===== src/rtl/systolic_pkg.sv =====
// systolic_pkg: shared defaults and FSM state type for the systolic array stream adapters
package systolic_pkg;
  localparam int DEF_DATA_W = 64;
  localparam int DEF_ADDR_W = 16;
  localparam int DEF_SIZE_W = 8;
  typedef enum logic [1:0] {IDLE, RUN, FLUSH} state_t;
endpackage


===== src/rtl/wr_out_reg.sv =====
// wr_out_reg: single-entry valid/ready output register for buffer writes
module wr_out_reg
  import systolic_pkg::*;
#(
  parameter int DATA_W = DEF_DATA_W,
  parameter int ADDR_W = DEF_ADDR_W
) (
  input  logic              clk,
  input  logic              rst,
  input  logic              i_load,
  input  logic [ADDR_W-1:0] i_addr,
  input  logic [DATA_W-1:0] i_data,
  input  logic              i_last,
  input  logic              i_ready,
  output logic              o_can_load,
  output logic              o_valid,
  output logic [ADDR_W-1:0] o_addr,
  output logic [DATA_W-1:0] o_data,
  output logic              o_last
);
  assign o_can_load = !o_valid || i_ready;
  always_ff @(posedge clk) begin
    if (rst) begin
      o_valid <= 1'b0;
      o_addr  <= '0;
      o_data  <= '0;
      o_last  <= 1'b0;
    end else if (i_load) begin
      o_valid <= 1'b1;
      o_addr  <= i_addr;
      o_data  <= i_data;
      o_last  <= i_last;
    end else if (i_ready) begin
      o_valid <= 1'b0;
    end
  end
endmodule


===== src/rtl/out_feature_writer.sv =====
// out_feature_writer: re-addresses channel-group-major result beats into an HWC output buffer
module out_feature_writer
  import systolic_pkg::*;
#(
  parameter int DATA_W = DEF_DATA_W,
  parameter int ADDR_W = DEF_ADDR_W,
  parameter int SIZE_W = DEF_SIZE_W
) (
  input  logic              clk,
  input  logic              rst,
  input  logic              start,
  input  logic [SIZE_W-1:0] out_size,
  input  logic [SIZE_W-1:0] ch_beats,
  input  logic              s_valid,
  output logic              s_ready,
  input  logic [DATA_W-1:0] s_data,
  output logic              wr_valid,
  input  logic              wr_ready,
  output logic [ADDR_W-1:0] wr_addr,
  output logic [DATA_W-1:0] wr_data,
  output logic              wr_last,
  output logic              busy,
  output logic              done
);
  localparam int PW = 2 * SIZE_W;
  state_t            r_state;
  logic [PW-1:0]     r_pix_total, r_p;
  logic [SIZE_W-1:0] r_ch, r_g;
  logic [ADDR_W-1:0] r_addr;
  logic              r_zero_done;
  logic              w_can_load, w_accept, w_pix_end, w_grp_end;
  assign s_ready   = (r_state == RUN) && w_can_load;
  assign w_accept  = s_valid && s_ready;
  assign w_pix_end = r_p == r_pix_total - PW'(1);
  assign w_grp_end = r_g == r_ch - SIZE_W'(1);
  assign busy      = r_state != IDLE;
  assign done      = r_zero_done || (r_state == FLUSH && wr_valid && wr_ready);
  // addr walks p*ch_beats + g incrementally; a group wrap restarts at the next channel group
  always_ff @(posedge clk) begin
    if (rst) begin
      r_state     <= IDLE;
      r_pix_total <= '0;
      r_p         <= '0;
      r_ch        <= '0;
      r_g         <= '0;
      r_addr      <= '0;
      r_zero_done <= 1'b0;
    end else begin
      r_zero_done <= 1'b0;
      if (r_state == IDLE && start) begin
        if (out_size == '0 || ch_beats == '0) begin
          r_zero_done <= 1'b1;
        end else begin
          r_state     <= RUN;
          r_ch        <= ch_beats;
          r_pix_total <= PW'(out_size) * PW'(out_size);
          r_p         <= '0;
          r_g         <= '0;
          r_addr      <= '0;
        end
      end else if (r_state == RUN && w_accept) begin
        if (w_pix_end) begin
          r_p    <= '0;
          r_g    <= r_g + SIZE_W'(1);
          r_addr <= ADDR_W'(r_g) + ADDR_W'(1);
          if (w_grp_end) r_state <= FLUSH;
        end else begin
          r_p    <= r_p + PW'(1);
          r_addr <= r_addr + ADDR_W'(r_ch);
        end
      end else if (r_state == FLUSH && wr_valid && wr_ready) begin
        r_state <= IDLE;
      end
    end
  end
  wr_out_reg #(.DATA_W(DATA_W), .ADDR_W(ADDR_W)) u_out (
    .clk        (clk),
    .rst        (rst),
    .i_load     (w_accept),
    .i_addr     (r_addr),
    .i_data     (s_data),
    .i_last     (w_pix_end && w_grp_end),
    .i_ready    (wr_ready),
    .o_can_load (w_can_load),
    .o_valid    (wr_valid),
    .o_addr     (wr_addr),
    .o_data     (wr_data),
    .o_last     (wr_last)
  );
endmodule

===== config.mk =====
export PLATFORM = sky130hd
export DESIGN_NAME = out_feature_writer
export DESIGN_NICKNAME = d
export VERILOG_FILES = /design/src/rtl/systolic_pkg.sv /design/src/rtl/wr_out_reg.sv /design/src/rtl/out_feature_writer.sv
export SDC_FILE = /design/constraint.sdc
export NUM_CORES = 1
export LEC_CHECK = 0
export ABC_AREA = 1
export CAP_MARGIN = 20
export CORE_ASPECT_RATIO = 0.8
export CORE_MARGIN = 10
export CORE_UTILIZATION = 54
export CTS_CLUSTER_SIZE = 28
export DETAILED_ROUTE_END_ITERATION = 8
export GPL_TIMING_DRIVEN = 1
export PLACE_DENSITY = 0.79
export SYNTH_ARGS = -nofsm -noshare
export SYNTH_HDL_FRONTEND = slang
export SYNTH_SLANG_ARGS = --single-unit
export TNS_END_PERCENT = 30

===== constraint.sdc =====
create_clock -name clk -period 13.6 [get_ports clk]
set_clock_uncertainty 0.1 [all_clocks]
set_input_delay 4.08 -clock clk [delete_from_list [all_inputs] [get_ports clk]]
set_output_delay 4.08 -clock clk [all_outputs]
set_load 0.005 [all_outputs]

==> reports/summary.json <==
{
  "rsz0062_at_grt": {"value": "no"},
  "syn_avg_cell_area": {"value": 7.11, "unit": "sq um"},
  "path_class": {"value": "in2out"},
  "post_cts_resized": {"value": 0},
  "overflow": {"value": 0},
  "crit_start": {"value": "wr_ready"},
  "synth-async-reset-ratio": {"value": 0},
  "drt-initial-drc-count": {"value": 582},
  "synthesis.area": {"value": 8710, "unit": "sq um"},
  "synthesis.instances": {"value": 1226},
  "maxCapViolations": {"value": 0},
  "area_growth": {"value": 26.8, "unit": "%"},
  "fillCellCount": {"value": 1376},
  "yosys-mux-area-fraction": {"value": 0},
  "power-per-cell-area": {"value": 123, "unit": "nW/um^2"},
  "dpl-instance-area": {"value": 10500, "unit": "sq um"},
  "routabilityCongestion": {"value": 0.947},
  "total_power": {"value": 1.35, "unit": "mW"},
  "holdBufCountCts": {"value": 0},
  "status": {"value": "completed"},
  "placementRows": {"value": 41},
  "arrival": {"value": 5.59, "unit": "ns"},
  "cts-buffers-inserted": {"value": 17},
  "multi_input_area": {"value": 4970, "unit": "sq um"},
  "critical_path_required": {"value": 9.42, "unit": "ns"},
  "top_post_synthesis_cells_by_count": {"value": "sky130_fd_sc_hd__nand2_1 (353), sky130_fd_sc_hd__dfxtp_1 (148), sky130_fd_sc_hd__inv_1 (144)"},
  "yosysTopAreaCellShare": {"value": 0.340},
  "synth-adder-area-share": {"value": 0.117},
  "period_share": {"value": 0.718},
  "drt_first_pass_iters": {"value": 5},
  "fp.coreArea": {"value": 15800, "unit": "sq um"},
  "floorplan.initialDensity": {"value": 0.551},
  "yosys.cell_count.top_type": {"value": "sky130_fd_sc_hd__nand2_1"},
  "fin_tns_setup": {"value": 0, "unit": "ns"},
  "clk_latency": {"value": 0.43, "unit": "ns"},
  "insertedDiodeCount": {"value": 0},
  "dpl.hpwl": {"value": 18600, "unit": "um"},
  "viasPerCell": {"value": 5.22},
  "worstSetupEndpointType": {"value": "output pin"},
  "timing.hold.worst.class": {"value": "reg2reg"},
  "r2r_end": {"value": "r_addr[13]"},
  "drc_errors": {"value": 0},
  "gr-usage-all-layers": {"value": 0.228},
  "netlist_top_cells_area": {"value": "sky130_fd_sc_hd__dfxtp_1 (34%), sky130_fd_sc_hd__nand2_1 (15%), sky130_fd_sc_hd__a21oi_1 (7.9%)"},
  "port_buffers": {"value": 169},
  "ir_worst_vdd": {"value": 0.0813, "unit": "mV"},
  "grt_max_degree": {"value": 62},
  "finalNetCount": {"value": 1515},
  "cp-start-kind": {"value": "primary input"},
  "netlist.top_cell.by_area": {"value": "sky130_fd_sc_hd__dfxtp_1"},
  "vias_in_the_first_global_route": {"value": 8120},
  "sequential_to_total_area_share_from_yosys_stat": {"value": 0.340},
  "die_height": {"value": 134, "unit": "um"},
  "route.antenna.remaining_nets": {"value": 0},
  "dieArea": {"value": 21600, "unit": "sq um"},
  "antenna_violations_before_repair": {"value": 0},
  "synthXorXnorAreaFrac": {"value": 0.0612},
  "layout_min_cycle_time": {"value": 9.77, "unit": "ns"},
  "grt_pass1_wl": {"value": 40300, "unit": "um"},
  "timing.critical_path.fanout_max": {"value": 2},
  "post_synth_and_or_nand_nor_area_fraction": {"value": 0.278},
  "ctsRootBufferMaster": {"value": "sky130_fd_sc_hd__clkbuf_16"},
  "worst_setup_ep": {"value": "s_ready"},
  "clock_sink_count": {"value": 148},
  "maxSlewHeadroom": {"value": 0.377},
  "final-seq-area": {"value": 2960, "unit": "sq um"},
  "max_clock_freq": {"value": 102, "unit": "MHz"},
  "final-max-slew-violation-count": {"value": 0},
  "worst_slack_setup_final": {"value": 3.83, "unit": "ns"},
  "clk_transition_reported_paths": {"value": 0.07, "unit": "ns"},
  "reg2regPathDepth": {"value": 12},
  "wl_per_cell": {"value": 15.6, "unit": "um"},
  "cts.path.max_buffers": {"value": 2},
  "dpl_worst_slack": {"value": 3.84, "unit": "ns"},
  "worst-r2r-setup-slack": {"value": 10.11, "unit": "ns"},
  "ctsHtreeMaxLevel": {"value": 4},
  "drive_gt1_frac": {"value": 0.0494},
  "synth_compound_area_frac": {"value": 0.114},
  "yosys_most_used_dff": {"value": "sky130_fd_sc_hd__dfxtp_1"},
  "mappedNetlistNets": {"value": 1377},
  "postCtsSetupRepairBufs": {"value": 0},
  "r2r_start": {"value": "u_out.o_valid"},
  "yosys.cell_types.count": {"value": 43},
  "worst_pin_slew": {"value": 0.934, "unit": "ns"},
  "yosysWarningCount": {"value": 0},
  "synth_edf_count": {"value": 0},
  "hold_viol": {"value": 0},
  "cellLeakagePower": {"value": 4.72, "unit": "nW"},
  "synth_top_family_by_area": {"value": "simple AND/OR/NAND/NOR gates"},
  "cts_tree": {"value": "done"},
  "setup_viol_count_final": {"value": 0},
  "vias": {"value": 8311},
  "drt_wl_total": {"value": 24900, "unit": "um"},
  "stdcell_area": {"value": 11000, "unit": "sq um"},
  "pin_count": {"value": 170},
  "post_synthesis_sequential_element_count": {"value": 148},
  "dieWidth": {"value": 162, "unit": "um"}
}
## routing by layer
layer / vias to the layer above / share of wire / wire (um) / GRT usage
met5: - / 0 / 0 / 0
met4: 0 / 0.015 / 361 / 0.0610
met3: 28 / 0.10 / 2510 / 0.0804
met2: 247 / 0.47 / 11600 / 0.370
met1: 3864 / 0.42 / 10400 / 0.279
li1: 4172 / - / - / -
## kinds of logic after synthesis
kind of cell	Yosys count
AOI/OAI and AO/OA	190
xor gates and xnor gates	60
adders and majority gates	66
buffers and inverters	200
DFF	148
and+or+nand+nor	562
## flip-flops by register name, summed over array words and instances (netlist names)
name / flops
r_state: 2
r_zero_done: 1
u_out.o_valid: 1
u_out.o_data: 64
u_out.o_addr: 16
r_addr: 16
r_ch: 8
u_out.o_last: 1
r_pix_total: 15
r_p: 16
r_g: 8
## power breakdown
| group | total (mW) | internal (mW) | switching, mW |
|---|---|---|---|
| clock | 0.468 | 0.260 | 0.208 |
| combinational | 0.410 | 0.166 | 0.244 |
| sequential | 0.476 | 0.455 | 0.0219 |
## metrics by stage
stage               utilization  hold slack [ns]  std cells
floorplan                     -            0.341       1226
global placement          0.662            0.349       1560
detailed placement        0.662            0.356       1560
CTS                       0.699            0.365       1592
global route              0.699            0.380       1592
finish                    0.699            0.364       1592
## layout by cell type, fill, tap and decap left out, types with 3 or more instances in the layout
master / netlist / final
sky130_fd_sc_hd__nand4_1: 12 / 12
sky130_fd_sc_hd__nor2_2: 5 / 5
sky130_fd_sc_hd__o21ai_0: 31 / 31
sky130_fd_sc_hd__nand3_1: 66 / 66
sky130_fd_sc_hd__nor2_4: 4 / 4
sky130_fd_sc_hd__o21bai_1: 4 / 4
sky130_fd_sc_hd__inv_6: 0 / 7
sky130_fd_sc_hd__nand3b_1: 5 / 5
sky130_fd_sc_hd__nand2_1: 353 / 352
sky130_fd_sc_hd__xnor2_1: 19 / 19
sky130_fd_sc_hd__nand2_4: 3 / 3
sky130_fd_sc_hd__nand3_2: 3 / 3
sky130_fd_sc_hd__o211ai_1: 3 / 3
sky130_fd_sc_hd__ha_1: 40 / 40
sky130_fd_sc_hd__fa_1: 26 / 26
sky130_fd_sc_hd__nand2_2: 6 / 7
sky130_fd_sc_hd__dfxtp_1: 148 / 148
sky130_fd_sc_hd__a21oi_1: 138 / 138
sky130_fd_sc_hd__clkdlybuf4s50_1: 0 / 168
sky130_fd_sc_hd__nor3_1: 17 / 17
sky130_fd_sc_hd__buf_4: 1 / 4
sky130_fd_sc_hd__nor4_1: 4 / 4
sky130_fd_sc_hd__inv_8: 0 / 4
sky130_fd_sc_hd__inv_1: 144 / 144
sky130_fd_sc_hd__clkbuf_16: 0 / 17
sky130_fd_sc_hd__nor2_1: 79 / 79
sky130_fd_sc_hd__o21ai_1: 3 / 3
sky130_fd_sc_hd__xor2_1: 40 / 40
## how the worst min path moves through the flow
stage,start,to,cells past startpoint
3_3_place_gp,r_state[0],r_state[0],2
5_1_grt,u_out.o_addr[9],u_out.o_addr[9],2
4_1_cts,u_out.o_data[19],u_out.o_data[19],2
3_5_place_dp,u_out.o_data[1],u_out.o_data[1],2
2_1_floorplan,r_state[0],r_state[0],2
6_report,u_out.o_data[33],u_out.o_data[33],2
## cell type report
type / instances / share of cell area
repair buffers: 172 / 0.155
clock inverters: 15 / 0.0142
well taps: 215 / 0.0243
clock buffers: 17 / 0.0385
flip-flops and latches: 148 / 0.268
multi-input cells: 878 / 0.450
inverters: 147 / 0.0501
## worst max-delay path, cell delays in order
cell and delay (ns):
sky130_fd_sc_hd__clkdlybuf4s50_1 0.54, sky130_fd_sc_hd__nor2_1 0.09, sky130_fd_sc_hd__nor3_1 0.24, sky130_fd_sc_hd__clkdlybuf4s50_1 0.63
Note: power is estimated with default switching activity, not from simulation.
